File: src/rtl/srrc_tx_flt.sv
// Transmit SRRC pulse shaper: maps Gray-coded 4-ASK symbols to s1.17 levels
// and interpolates by 4 through a 17-tap symmetric polyphase FIR.
// One shaped, saturated sample leaves the block on every clock.
module srrc_tx_flt #(
  parameter logic signed [17:0] A_LEVEL = 18'sd32768
) (
  input  logic               clk,
  input  logic               reset,
  input  logic [1:0]         sym_in,
  input  logic               sym_valid,
  output logic               sym_ready,
  output logic signed [17:0] out,
  output logic               out_valid,
  output logic [1:0]         phase,
  output logic               underrun
);

  localparam logic signed [17:0] A3_LEVEL = 18'(3 * A_LEVEL);
  localparam logic signed [20:0] SAT_MAX  = 21'sd131071;
  localparam logic signed [20:0] SAT_MIN  = -21'sd131072;

  // Gray code: 00 -> -3a, 01 -> -a, 11 -> +a, 10 -> +3a
  function automatic logic signed [17:0] map_sym(input logic [1:0] s);
    case (s)
      2'b00:   return -A3_LEVEL;
      2'b01:   return -A_LEVEL;
      2'b11:   return A_LEVEL;
      default: return A3_LEVEL;
    endcase
  endfunction

  // Only h[0..8] is stored; the upper half mirrors it. Indices past 16 are 0.
  function automatic logic signed [17:0] coef_at(input logic [4:0] idx);
    logic [4:0] m;
    m = (idx > 5'd8) ? (5'd16 - idx) : idx;
    if (idx > 5'd16) return '0;
    case (m)
      5'd0:    return 18'sd3259;
      5'd1:    return -18'sd3378;
      5'd2:    return -18'sd10461;
      5'd3:    return -18'sd12207;
      5'd4:    return -18'sd3946;
      5'd5:    return 18'sd14611;
      5'd6:    return 18'sd38196;
      5'd7:    return 18'sd57937;
      5'd8:    return 18'sd65624;
      default: return '0;
    endcase
  endfunction

  // Full 36-bit product, then floor-divide by 2^17 by keeping bits [34:17].
  function automatic logic signed [17:0] scaled_term(input logic signed [17:0] c,
                                                      input logic signed [17:0] x);
    logic signed [35:0] prod;
    prod = 36'(c) * 36'(x);
    return $signed(prod[34:17]);
  endfunction

  logic [1:0]         ph_reg;
  logic signed [17:0] d_reg [0:4];
  logic signed [17:0] out_reg;
  logic               out_valid_reg;
  logic [1:0]         phase_reg;
  logic               underrun_reg;

  logic signed [17:0] term_w [0:4];
  logic signed [20:0] acc_next;
  logic signed [17:0] sat_next;
  logic signed [17:0] d0_next;

  // One polyphase tap per delay-line slot: slot gi uses h[4*gi + ph].
  generate
    for (genvar gi = 0; gi < 5; gi++) begin : g_tap
      logic [4:0] idx_w;
      assign idx_w       = 5'(4 * gi) + {3'b000, ph_reg};
      assign term_w[gi]  = scaled_term(coef_at(idx_w), d_reg[gi]);
    end
  endgenerate

  // Accumulate the truncated taps and clamp into the s1.17 output range.
  always_comb begin
    acc_next = '0;
    for (int k = 0; k < 5; k++) begin
      acc_next = acc_next + 21'(term_w[k]);
    end
    if (acc_next > SAT_MAX) begin
      sat_next = 18'sd131071;
    end else if (acc_next < SAT_MIN) begin
      sat_next = -18'sd131072;
    end else begin
      sat_next = acc_next[17:0];
    end
  end

  // An empty slot feeds a zero symbol into the delay line.
  assign d0_next   = sym_valid ? map_sym(sym_in) : '0;
  assign sym_ready = (ph_reg == 2'd3);

  // Phase counter, symbol delay line, and registered filter outputs.
  always_ff @(posedge clk or negedge reset) begin
    if (!reset) begin
      ph_reg        <= '0;
      out_reg       <= '0;
      out_valid_reg <= 1'b0;
      phase_reg     <= '0;
      underrun_reg  <= 1'b0;
      for (int k = 0; k < 5; k++) begin
        d_reg[k] <= '0;
      end
    end else begin
      ph_reg        <= ph_reg + 2'd1;
      out_reg       <= sat_next;
      out_valid_reg <= 1'b1;
      phase_reg     <= ph_reg;
      if (ph_reg == 2'd3) begin
        for (int k = 4; k > 0; k--) begin
          d_reg[k] <= d_reg[k-1];
        end
        d_reg[0]     <= d0_next;
        underrun_reg <= !sym_valid;
      end else begin
        underrun_reg <= 1'b0;
      end
    end
  end

  assign out       = out_reg;
  assign out_valid = out_valid_reg;
  assign phase     = phase_reg;
  assign underrun  = underrun_reg;

endmodule

File: config.mk
export PLATFORM = sky130hd
export DESIGN_NAME = srrc_tx_flt
export DESIGN_NICKNAME = d
export VERILOG_FILES = /design/src/rtl/srrc_tx_flt.sv
export SDC_FILE = /design/constraint.sdc
export NUM_CORES = 1
export LEC_CHECK = 0
export BUFFER_PORTS_ARGS = -buffer_cell sky130_fd_sc_hd__buf_2
export CAP_MARGIN = 20
export CORE_MARGIN = 5
export CORE_UTILIZATION = 30
export DETAILED_ROUTE_END_ITERATION = 8
export PLACE_DENSITY = 0.57
export SYNTH_ARGS = -nofsm -noshare
export SYNTH_HDL_FRONTEND = slang
export SYNTH_SLANG_ARGS = --single-unit
File: constraint.sdc
create_clock -name clk -period 9.27 [get_ports clk]
set_clock_uncertainty 0.05 [all_clocks]
set_input_delay 0.927 -clock clk [delete_from_list [all_inputs] [get_ports clk]]
set_output_delay 0.927 -clock clk [all_outputs]
set_load 0.05 [all_outputs]
==> qor.csv, run 1 <==
metric,value,unit
status,completed,
RSZ-0062 raised after global routing,no,
Clock Tree Buf Depth,2,
Tot Pwr,4.31,mW
drt drc,0,
DR vias,11100,
Required @ worst endpoint,9.45,ns
Syn. warnings,0,
synthesized area,15100,µm²
Leak,9.82,nW
Synth top cells by count,"ha_1, inv_1, nand2_1, fa_1, xnor2_1",
HPWL Detailed,31.0,mm
Tcrit/Tclk final,95.4,%
setup ws final,0.424,ns
Post-Synthesis Cells,1632,
"Reg clk slew, reported paths",0.06,ns
CP Max Fanout,8,
post-synth top area share,39.0,%
largest family of logic cells by synthesized area,adder cells,
Post-synth EDFFs,0,
Num CTS Buffers,5,
CP arrival,9.02,ns
CP bufs+invs,5,
crit path capture type,flip-flop,
Max Slew Vio Count,0,
CTS root buf,clkbuf_16,
CTS H-tree depth,2,
grt ovf,0,
actual slew at the worst max-slew pin,0.693,ns
Hold Buf Count CTS,0,
overall routed net length,34.6,mm
#FFs+latches synth,39,
synthesis-to-finish area growth,9.75,%
Die Area,54900,µm²
Hold WS,0.521,ns
initial antenna violation count,0,
Post-DRT Antenna Nets,0,
adder-cell area share of the yosys netlist,56.8,%
drt initial violations,407,
Worst path slowest cell,fa_1,
CP dominant cell by count,ha_1,
chip height,234,µm
n_diodes,0,
Compound-Gate Fraction of Synth Area,8.85,%
routed len/inst,14.8,µm
Syn Area/Cell,9.25,µm²
share of layout cells above drive strength 1,9.16,%
CTS tree,built,
post-route cell area,16600,µm²
setup TNS,0,ns
ys async rst share,100,%
quantity of I/O buffers inserted on ports,27,
fin cells,2343,
via/cell ratio,4.74,
first-pass GRT wire length,57.1,mm
max-cap check violation count,0,
post-synthesis xor/xnor area fraction,8.58,%
clk sinks,39,
top-count cell post-synth,ha_1,
Rows,82,
largest net degree at the start of global routing,40,
maximum vdd drop,0.000491,V
Power Dens Cells,260,nW/µm²
Final Util,33.2,%
GP Congestion,0.906,
total track usage,12.9,%
hold violation count in the final report,0,
top post-synthesis cells by area,"ha_1, fa_1, dfrtp_1",
DP Cell Count,2328,
mux contribution to synthesized area,0.514,%
Worst-Skew Late Latency,0.31,ns
top cell type by total area after synthesis,ha_1,
"CP delay by family, top",adder cells,
Slew headroom,53.5,%
critical path class,reg -> reg,
post-place instance area,16100,µm²
max FFs per register,18,
setup slack at placement,-0.118,ns
r2r setup slk,0.42,ns
DRT Pass-1 Iters,5,
Synth Flop Type,dfrtp_1,
io pins,28,
DIE WIDTH,234,µm
Final setup violation count,0,
sequential area share after synthesis,6.46,%
synth unique cells,69,
Core ar.,50000,µm²
post-route minimum period,8.85,ns
Synth Area in Simple Gates,11.6,%
CP peak stage delay,0.57,ns
fmax,113,MHz
HP Class,reg -> reg,
Initial Util,30.2,%
CP Launch Type,flip-flop,
layout net count,2280,
number of global-route vias before repair,11500,
==> area by class of cell <==
class | count | area [µm²]
Fill cell | 5159 | 33400
Multi-Input combinational cell | 1320 | 13200
Sequential cell | 39 | 976
Inverter | 239 | 900
Tap cell | 672 | 841
Timing Repair Buffer | 65 | 445
Clock buffer | 5 | 125
Clock inverter | 3 | 71.3
==> worst paths after layout <==
check | cells after the start | end | from
setup reg to reg | 34 | out[12] | ph_reg[1]
hold / removal | 1 | d_reg[16] | d_reg[16]
hold reg to reg | 1 | d_reg[16] | d_reg[16]
setup / recovery | 34 | out[12] | ph_reg[1]
max in group asynchronous | 2 | phase[0] | reset
min in group asynchronous | 1 | out[3] | reset
==> power by group <==
group          total, mW  leakage (nW)  switching, mW  internal [mW]
Sequential         0.295         0.489         0.0290          0.266
Combinational       3.76          9.23           2.21           1.56
Clock              0.246        0.0959         0.0890          0.157
Total               4.31          9.82           2.33           1.98
==> layer usage <==
| metal | vias up | GRT usage, % | part of all wire (%) |
|---|---|---|---|
| met3 | 34 | 1.26 | 2.2 |
| met2 | 139 | 22.0 | 47 |
| li1 | 5526 | - | - |
| met1 | 5413 | 17.7 | 48 |
| met4 | 0 | 3.41 | 2.3 |
| met5 | - | 0 | 0 |
==> cells by family (layout without fill, tap and decap cells) <==
logic type      Yosys count  after routing
compound gates          202            202
xor+xnor                147            147
mux                       7              7
other cells               2              6
simple gates            353            353
flops                    39             39
buf+inv                 277            312
fa+ha+maj               605            605
==> repair_timing <==
item                                    in CTS  in global routing
endpoints found under the setup margin      17                 18
resized for setup                            1                 38
buffers inserted                             2                  4
pin swaps                                    1                  3
==> cell usage in the layout (no fill, tap or decap), drive strengths merged, types with 32 or more instances in the layout <==
cell / count
a21oi: 71
buf: 65
dfrtp: 39
fa: 134
ha: 471
inv: 240
nand2: 135
nand2b: 44
nand3: 32
nor2: 48
o21ai: 49
xnor2: 87
xor2: 60
No activity file was read; power rests on OpenSTA's default activity.
==> run 2: changes to the inputs <==
Settings changed: PLACE_DENSITY 0.57 to 0.55.
Clock period 9.27 ns to 9.5 ns, I/O delays scaled along.
==> qor.csv, run 2 (synthesis gave the netlist of run 1 again) <==
metric,value,unit,change
status,completed,,
Final setup violation count,0,,unchanged
post-place instance area,16100,µm²,-0.34%
share of layout cells above drive strength 1,7.74,%,-1.4 points
crit path capture type,flip-flop,,
largest net degree at the start of global routing,40,,unchanged
synthesis-to-finish area growth,8.74,%,
hold path depth,1,,unchanged
Final Util,32.9,%,-0.31 points
Psw,2.29,mW,-1.6%
post-route cell area,16400,µm²,-0.92%
CP dominant cell by count,ha_1,,
Post-DRT Antenna Nets,0,,unchanged
routed len/inst,14.9,µm,+1.3%
R2R depth,39,,+15%
max FFs per register,18,,unchanged
grt ovf,0,,unchanged
n_diodes,0,,unchanged
Worst-Skew Late Latency,0.32,ns,about the same
Core ar.,50000,µm²,unchanged
Clock Tree Buf Depth,2,,unchanged
hold violation count in the final report,0,,unchanged
CP Launch Type,flip-flop,,
"commonest non-fill, non-tap cell in the layout",ha_1,,
Max Slew Vio Count,0,,unchanged
Num CTS Buffers,5,,unchanged
"commonest non-fill, non-tap cells in the layout","ha_1, inv_1, nand2_1",,
Initial Util,30.2,%,unchanged
CTS tree,built,,
CP arrival,9.27,ns,+0.25 ns
quantity of I/O buffers inserted on ports,27,,unchanged
clock power share,5.0,%,-0.7 points
Pint,1.94,mW,-2.0%
HP Class,reg -> reg,,
"Reg clk slew, reported paths",0.07,ns,about the same
number of global-route vias before repair,11300,,-1.5%
Comb pwr share,88.2,%,+0.7 points
Die Area,54900,µm²,unchanged
io pins,28,,unchanged
HPWL Detailed,31.6,mm,+1.9%
total track usage,13.1,%,+0.11 points
fmax,110,MHz,-2.8%
setup TNS,0,ns,unchanged
GP Congestion,0.881,,-2.8%
Worst path slowest cell,fa_1,,
DR vias,11000,,-0.87%
Tcrit/Tclk final,95.8,%,+0.35 points
first-pass GRT wire length,57.1,mm,about the same
post-route minimum period,9.10,ns,+0.253 ns
chip height,234,µm,unchanged
CP peak stage delay,0.61,ns,+0.04 ns
Leak,9.76,nW,-0.61%
layout net count,2275,,-0.22%
Seq pwr share,6.7,%,about the same
Required @ worst endpoint,9.68,ns,+0.23 ns
Rows,82,,unchanged
clk sinks,39,,unchanged
actual slew at the worst max-slew pin,0.679,ns,-0.0133 ns
CTS H-tree depth,2,,unchanged
max-cap check violation count,0,,unchanged
DIE WIDTH,234,µm,unchanged
via/cell ratio,4.71,,-0.66%
critical path class,reg -> reg,,
Switching Fraction,54.1,%,+0.097 points
drt drc,0,,unchanged
CTS root buf,clkbuf_16,,
drt initial violations,487,,+20%
Power Dens Cells,258,nW/µm²,-0.88%
Slew headroom,54.1,%,+0.62 points
initial antenna violation count,0,,unchanged
overall routed net length,34.9,mm,+1.1%
DRT Pass-1 Iters,5,,unchanged
maximum vdd drop,0.000540,V,+10%
CP Max Fanout,8,,unchanged
-- run 2: cell count changes in the layout (fill, tap and decap cells not counted), sizes merged --
cell	before	now
bufinv	2	1
buf	65	60
clkinvlp	0	1
-- run 2: area by class of cell --
type | count | area [µm²]
clock buffer | 5 | 125
timing repair buffer | 60 | 408
inverter | 239 | 897
tap | 672 | 841
clock inverter | 3 | 46.3
multi-input combinational | 1320 | 13100
fill | 5170 | 33500
sequential | 39 | 976
-- run 2: power groups by stage --
stage	Clock [mW]	Sequential, mW	Combinational, mW
6_report	0.213	0.285	3.73
5_1_grt	0.231	0.290	4.13
4_1_cts	0.224	0.287	3.38
3_5_place_dp	0	0.289	3.33
3_3_place_gp	0	0.292	3.29
2_1_floorplan	0	0.401	2.70
-- run 2: critical path: cells and delay by family, from the launching register on --
kind / cells / cell delay [ns]
compound gates: 13 / 2.25
flops: 1 / 0.39
xor+xnor: 1 / 0.15
fa+ha+maj: 11 / 4.29
simple gates: 6 / 0.93
buf+inv: 8 / 0.98
-- run 2: what timing repair did --
item / CTS / global route
buffers inserted: 0 / 8
hold buffers: 0 / 0
resized for setup: 1 / 17
endpoints found under the setup margin: 16 / 18
pin swaps: 0 / 2
-- run 2: worst paths after layout --
path	end	from	slack, ns
max in group asynchronous	d_reg[15]	reset	8.32
hold / removal	d_reg[16]	d_reg[16]	0.50
hold reg to reg	d_reg[16]	d_reg[16]	0.50
setup reg to reg	out[9]	ph_reg[0]	0.40
min in group asynchronous	out_valid	reset	0.54
setup / recovery	out[9]	ph_reg[0]	0.40
-- run 2: per-stage QoR --
step	hold WS [ns]	instances	power [mW]	setup WS, ns
2_1_floorplan	0.402	1636	3.10	0.205
3_3_place_gp	0.500	2321	3.58	0.179
3_5_place_dp	0.497	2321	3.62	-0.0188
4_1_cts	0.508	2329	3.90	0.0511
5_1_grt	0.525	2338	4.65	-0.0104
6_report	0.502	2338	4.23	0.401
-- run 2: metal layers --
layer  part of all wire, %  wire length (µm)  global-route usage [%]  up-vias
li1                      -                 -                       -     5535
met1                    48             16700                    18.0     5311
met2                    48             16600                    22.4      146
met3                   3.4              1190                    1.53       23
met4                   1.2               426                    2.04        0
met5                     0                 0                       0        -
